===== config.mk =====
export PLATFORM = sky130hd
export DESIGN_NAME = prefetch_queue
export DESIGN_NICKNAME = d
export VERILOG_FILES = /design/src/rtl/prefetch_queue.sv
export SDC_FILE = /design/constraint.sdc
export NUM_CORES = 1
export LEC_CHECK = 0
export ABC_AREA = 1
export BUFFER_PORTS_ARGS = -buffer_cell sky130_fd_sc_hd__clkbuf_2
export CORE_MARGIN = 2
export CORE_UTILIZATION = 53
export DETAILED_ROUTE_END_ITERATION = 10
export PLACE_DENSITY = 0.77
export SLEW_MARGIN = 30
export SYNTH_ARGS = -nofsm -noshare
export SYNTH_HDL_FRONTEND = slang
export SYNTH_SLANG_ARGS = --single-unit
export TNS_END_PERCENT = 50

===== constraint.sdc =====
create_clock -name clock -period 2.18 [get_ports clock]
set_input_delay 0 -clock clock [delete_from_list [all_inputs] [get_ports clock]]
set_output_delay 0 -clock clock [all_outputs]
set_load 0.01 [all_outputs]

===== src/rtl/prefetch_queue.sv =====
// Instruction prefetch queue: streams 16-bit words from instruction memory into a small FIFO
// and presents assembled 16/32-bit instructions to the decoder over a valid/ready handshake.
module prefetch_queue #(
  parameter int unsigned DEPTH    = 4,
  parameter logic [19:0] RESET_PC = 20'h00000
) (
  input  logic        clock,
  input  logic        reset,
  output logic [19:0] imem_addr,
  output logic        imem_req,
  input  logic [15:0] imem_data,
  input  logic        redirect_valid,
  input  logic [19:0] redirect_pc,
  output logic        instr_valid,
  input  logic        instr_ready,
  output logic [31:0] instr_data,
  output logic [19:0] instr_pc,
  output logic        instr_long
);

  localparam int unsigned AW = $clog2(DEPTH);
  localparam int unsigned PW = AW + 1;
  localparam logic [PW-1:0] PtrOne = 1;
  localparam logic [PW-1:0] PtrTwo = 2;

  logic [15:0]   word_q [DEPTH];
  logic [15:0]   word_d [DEPTH];
  logic [19:0]   pc_q   [DEPTH];
  logic [19:0]   pc_d   [DEPTH];
  logic [PW-1:0] wr_ptr_q, wr_ptr_d;
  logic [PW-1:0] rd_ptr_q, rd_ptr_d;
  logic          inflight_q, inflight_d;
  logic [19:0]   inflight_pc_q, inflight_pc_d;
  logic [19:0]   fetch_pc_q, fetch_pc_d;

  logic [PW-1:0] count;
  logic [AW-1:0] head_idx, second_idx;
  logic [PW-1:0] rd_plus1;
  logic [15:0]   head_word, second_word;
  logic          head_long, valid_raw, fire, push, space;

  always_comb begin
    count       = wr_ptr_q - rd_ptr_q;
    rd_plus1    = rd_ptr_q + PtrOne;
    head_idx    = rd_ptr_q[AW-1:0];
    second_idx  = rd_plus1[AW-1:0];
    head_word   = word_q[head_idx];
    second_word = word_q[second_idx];
    head_long   = head_word[15];
    // A long head needs its second half buffered before it is presented.
    valid_raw   = head_long ? (count >= PtrTwo) : (count != '0);
    // Occupancy is taken before this cycle's pop, so a read always has a free slot.
    space       = (int'(count) + int'(inflight_q)) < int'(DEPTH);
  end

  always_comb begin
    imem_req    = !reset && !redirect_valid && space;
    imem_addr   = reset ? 20'h00000 : fetch_pc_q;
    instr_valid = !reset && valid_raw;
    instr_long  = !reset && head_long;
    instr_pc    = reset ? 20'h00000 : pc_q[head_idx];
    instr_data  = 32'h0;
    if (instr_valid) begin
      instr_data = head_long ? {second_word, head_word} : {16'h0000, head_word};
    end
  end

  always_comb begin
    fire          = instr_valid && instr_ready;
    push          = inflight_q && !redirect_valid;
    word_d        = word_q;
    pc_d          = pc_q;
    wr_ptr_d      = wr_ptr_q;
    rd_ptr_d      = rd_ptr_q;
    inflight_d    = inflight_q;
    inflight_pc_d = inflight_pc_q;
    fetch_pc_d    = fetch_pc_q;

    if (push) begin
      word_d[wr_ptr_q[AW-1:0]] = imem_data;
      pc_d[wr_ptr_q[AW-1:0]]   = inflight_pc_q;
      wr_ptr_d                 = wr_ptr_q + PtrOne;
      inflight_d               = 1'b0;
    end
    if (fire) begin
      rd_ptr_d = rd_ptr_q + (head_long ? PtrTwo : PtrOne);
    end
    if (imem_req) begin
      inflight_d    = 1'b1;
      inflight_pc_d = fetch_pc_q;
      fetch_pc_d    = fetch_pc_q + 20'd1;
    end
    // Redirect discards buffered and returning words; a same-cycle handshake already happened.
    if (redirect_valid) begin
      wr_ptr_d   = '0;
      rd_ptr_d   = '0;
      inflight_d = 1'b0;
      fetch_pc_d = redirect_pc;
    end
  end

  always_ff @(posedge clock) begin
    if (reset) begin
      for (int i = 0; i < int'(DEPTH); i++) begin
        word_q[i] <= 16'h0000;
        pc_q[i]   <= 20'h00000;
      end
      wr_ptr_q      <= '0;
      rd_ptr_q      <= '0;
      inflight_q    <= 1'b0;
      inflight_pc_q <= 20'h00000;
      fetch_pc_q    <= RESET_PC;
    end else begin
      word_q        <= word_d;
      pc_q          <= pc_d;
      wr_ptr_q      <= wr_ptr_d;
      rd_ptr_q      <= rd_ptr_d;
      inflight_q    <= inflight_d;
      inflight_pc_q <= inflight_pc_d;
      fetch_pc_q    <= fetch_pc_d;
    end
  end

endmodule

---- Word-level counts from Yosys, hierarchy flattened ----
Index checks and enable logic that the tools add are counted.
W data, S select, Z words.
storage, ports and cells
  bits in registers ....................... 191
  input bits .............................. 40
operators by class
  add/sub/neg operators ................... 6
  $lt $le $gt $ge ......................... 6
  multiplexer cells ....................... 25
  bitwise gates (word level) .............. 3
  reductions and logical operators ........ 13
operator list
  cell                     number
  $mux W20                 7
  $bwmux W80               1
  $mux W16                 5
  $bmux W16 S2             2
  $bwmux W64               1
  $mux W32                 2
  $bmux W20 S2             1
  $demux W20 S2            1
  $demux W16 S2            1
  $add A20 B1 Y20 const B  1
  $ge A3 B3 Y1 const B     3
  $not A2 Y3               3
  $logic_and A1 B1 Y1      7
  $add A3 B1 Y4            1
  $lt A4 B3 Y1 const B     1
  $reduce_bool A2 Y1       2
  $add A3 B1 Y3 const B    1
  $add A3 B2 Y3            1
  $ge A3 B2 Y1 const B     1
  $lt A3 B1 Y1 const B     1
  $mux W1                  3
  $reduce_bool A3 Y1       1
  $sub A3 B3 Y3            1
  $add A2 B1 Y2 const B    1
  other kinds (3)          4

---- Depth between registers and ports, before layout ----
  depth after elaboration ................. 7
  mapped depth ............................ 15

---- Worst setup path before layout ----
OpenSTA, ideal clock, no wires.
  kind .................................... flip-flop to flip-flop
  start ................................... reg wr_ptr_q[0]
  end ..................................... reg fetch_pc_q[12]
  library setup time ...................... 109 ps
  arrival ................................. 1,948 ps
  required time ........................... 2,071 ps
  slack ................................... 123 ps
  cell stages (with the launch flop) ...... 16
  buffers on the path ..................... 1
  cell sequence ........................... dfxtp_1 inv_1 ha_1 fa_1 inv_1 nand3_1 nand2_4 inv_2 nand3_4 nand2_4 inv_2 buf_6 nand2_2 nand3_2 nand2_1 inv_1
between the ends
  longest elaborated chain between the ends .. 5
RTL lines
  item                          line  source
  from (decl)                   30    logic [PW-1:0] wr_ptr_q, wr_ptr_d;
  from (signal assigned)        116   wr_ptr_q <= wr_ptr_d;
  $sub A3 B3 Y3                 43    count = wr_ptr_q - rd_ptr_q;
  $add A3 B1 Y4                 53    space = (int'(count) + int'(inflight_q)) < int'(DEPTH);
  $lt A4 B3 Y1                  53
  $logic_and A1 B1 Y1           57    imem_req = !reset && !redirect_valid && space;
  $reduce_bool A2 Y1 (no line)  n/a
  to (signal assigned)          120   fetch_pc_q <= fetch_pc_d;
  to (decl)                     34    logic [19:0] fetch_pc_q, fetch_pc_d;
No other way between the ends.
A chain may end at the register's enable or synchronous reset.

---- Worst setup path in the final report ----
  start ................................... reg wr_ptr_q[0]
  end ..................................... out instr_data[11]
between the ends
  longest elaborated chain between the ends .. 5
  elaborated cells between the ends (all ways) .. 6
  classes of those cells .................. 1 x add/sub; 1 x order compare; 2 x mux; 2 x reduce/logical
RTL lines
  item                                                       line  source
  $sub A3 B3 Y3 (*)                                          43
  $ge A3 B2 Y1 / $reduce_bool A3 Y1 (equally long branches)  51    valid_raw = head_long ? (count >= PtrTwo) : (count != '0);
  $mux W1 (*)                                                51
  $logic_and A1 B1 Y1 (*)                                    59    instr_valid = !reset && valid_raw;
  $mux W32 (*)                                               63    if (instr_valid) begin
  to (decl)                                                  16    output logic [31:0] instr_data,
Every way passes the cells marked *; elsewhere a longest branch is shown, timed or not.

==> metrics <==
vias in the first global route 8534; gr ovfl total 0; Bufs and invs on worst path 4; Area Overhead vs Synth 23.19%; Synth Cell Area 9274 um^2; #FFs+latches synth 191; starting density of the core 0.5399; post-route clock period utilization 1.069; # port buffers 114; vias 9572; total routed wirelength 26250 um; CP required 2180 ps; Clock Tree Buf Depth 2; final non-filler cell total 1690; Worst-Skew Late Latency 430 ps; Avg Inst Size Synth 7.036 um^2; CP startpoint kind flop; status finished with violations; num ports 115; Synth cell types 33; Slew HR 0.5669; GPL Wtd Cong 0.8976; global route hottest layer met2; CTS clk-pin slew, worst paths 70 ps; fmax 0.4293 GHz; HP Class primary input to flop; hold slack 380.4 ps; Top FF cell, synth dfxtp_1; clock sinks 191; maxcap violations 0; DR iter-0 viols 988; asr flop ratio synth 0; first drt pass iteration count 6; Tot Pwr 7374 uW; CP peak stage delay 360 ps; Seq/Total Area, Yosys 0.4123; crit-path leading delay family adder cells; max-slew violation count 0; Max H-tree Level 4; Syn Nets 1367; worst-path fanout max 4; Setup Skew 8.196 ps; vias per cell 5.664; met1 usage 0.3782; RSZ-0062 raised after global routing true; min setup slack post-route -149.4 ps; Layout Nets 1502; global-route wire length before repair 41860 um; number of synthesized flops with an enable pin 0; layout cell share with drive strength beyond 1 0.1768; overall die width 136.3 um; CP most frequent cell nand2_4; yosys warns 0; Fin. Hold Viols 0; Worst Tran Pin Value 649.7 ps; setup violators final 34; P_leak 0.004218 uW; Detail Placement HPWL 15990 um; met3 Track Usage GR 0.04959; Crit-path slowest cell fa_2; CTS Buf Count 17; violated checks negative setup slack; core box area 17180 um^2; maximum vdd drop 0.0005268 V; # DRC 0; Overall Global Routing Usage 0.2809; die footprint 18570 um^2; worst-path cell chain inv_2 -> ha_4 -> fa_2 -> inv_2 -> nand3_4 -> nand2_4 -> nor2_2 -> nand2_4 -> buf_12 -> nand2_4 -> a211oi_2 -> buf_2; Cells after DPL 1596; CTS root buf clkbuf_16; Final Critical Period 2329 ps; Synth Instances 1318; met2 GRT Util 0.4556; num rows 48; ANT cells 0; nature of the critical path endpoint primary output; Final ANT Viol Nets 0; CTS tree done; Arr. time, crit path 2330 ps; Chip Height 136.3 um; initial antenna violation count 0; pin count of the biggest net entering global routing 76; critical path class flop to primary output; Power Dens Cells 645.4 nW/um^2; drt wl/cell 15.53 um
==> power by group <==
group,switching (uW),internal [uW]
logic,447,276
registers,83.5,3570
clock network,1310,1680
==> timing repair <==
action / in CTS / in global routing
endpoints found under the setup margin: 34 / 44
endpoints found under the hold margin: 92 / 0
hold buffers: 53 / 0
resized for setup: 34 / 19
setup buffers: 8 / 1
pin swaps: 7 / 4
cloned: 1 / 0
==> cell families after synthesis <==
logic type      after synthesis  share of synthesized area
compound gates              515                     0.2928
xor+xnor                      6                   0.005666
fa+ha+maj                     9                    0.01376
buf+inv                     243                     0.1064
flops                       191                     0.4123
simple gates                354                     0.1691
==> layer usage <==
metal	up-vias	wire length [um]
li1	4706	-
met5	-	0
met3	42	2169
met2	428	12100
met4	0	504
met1	4396	11470
==> layout make-up <==
cell class	count	area, um^2
clock buffers	21	480.5
clock inverters	10	87.58
fillers	1448	5752
inverters	142	533.0
multi-input cells	885	4617
flip-flops and latches	191	3831
well taps	225	281.5
repair buffers	216	1594
==> worst paths after layout <==
kind / from / end / slack (ps) / cells past startpoint
min: redirect_pc[5] / fetch_pc_q[5] / 380 / 4
min reg2reg: pc_q[24] / pc_q[24] / 450 / 2
max reg2reg: inflight_q / word_q[47] / 120 / 8
max: wr_ptr_q[0] / instr_data[11] / -150 / 12
==> through the flow <==
stage	area, um^2	util	setup slack, ps	setup TNS [ps]
finish	11420	0.6651	-149.4	-3099
CTS	11400	0.6637	-197.0	-4092
detailed placement	10080	0.5867	124.1	0
floorplan	9274	-	123.1	0
global placement	10080	0.5867	134.5	0
global route	11420	0.6651	-212.0	-5832
==> worst reg2reg max path: cells and delay by family (launching register included) <==
kind	cells	cell delay, ps
flip-flops	1	330
buffers and inverters	4	1180
AND/OR/NAND/NOR	3	370
AO/OA/AOI/OAI	1	70
==> sequential cells by signal, summed over array words and instances (netlist names) <==
| register | cells |
|---|---|
| rd_ptr_q | 3 |
| fetch_pc_q | 20 |
| pc_q | 80 |
| inflight_q | 1 |
| word_q | 64 |
| wr_ptr_q | 3 |
| inflight_pc_q | 20 |
==> cell usage after synthesis, types with 3 or more instances <==
library cell	count	area (um^2)
inv_1	137	514.2
a211oi_2	11	137.6
clkbuf_1	67	251.5
nand2_2	3	18.77
dfxtp_1	191	3824
nand2_4	5	56.30
xor2_1	5	43.79
o22ai_1	16	100.1
buf_6	6	67.56
nand3_1	95	475.5
nand2_1	161	604.3
buf_1	8	30.03
a31oi_1	8	50.05
nor2_1	75	281.5
buf_2	18	90.09
o21ai_1	3	15.01
o21ai_0	174	870.8
a22oi_1	4	30.03
a21oi_1	293	1466
inv_2	5	18.77
ha_1	7	87.58
a211oi_1	6	45.04
nand4_1	7	43.79
==> placed cells by master, fill, tap and decap left out, types with 3 or more instances in the layout <==
cell type and instances:
clkinv_2 5, nand2_4 5, nor2_1 73, o21ai_0 174
dfxtp_1 187, buf_12 9, clkbuf_8 5, inv_1 133
inv_2 9, a22oi_1 4, ha_1 6, a21oi_1 279
clkbuf_16 17, nand2_1 159, nand2_2 4, clkbuf_2 100
buf_4 39, o22ai_1 16, nand4_1 7, a21oi_2 14
xor2_1 5, a211oi_2 17, a31oi_1 8, dfxtp_2 3
buf_2 13, dlygate4sd3_1 53, o21ai_1 3, nand3_1 95
No activity file was read; power rests on OpenSTA's default activity.
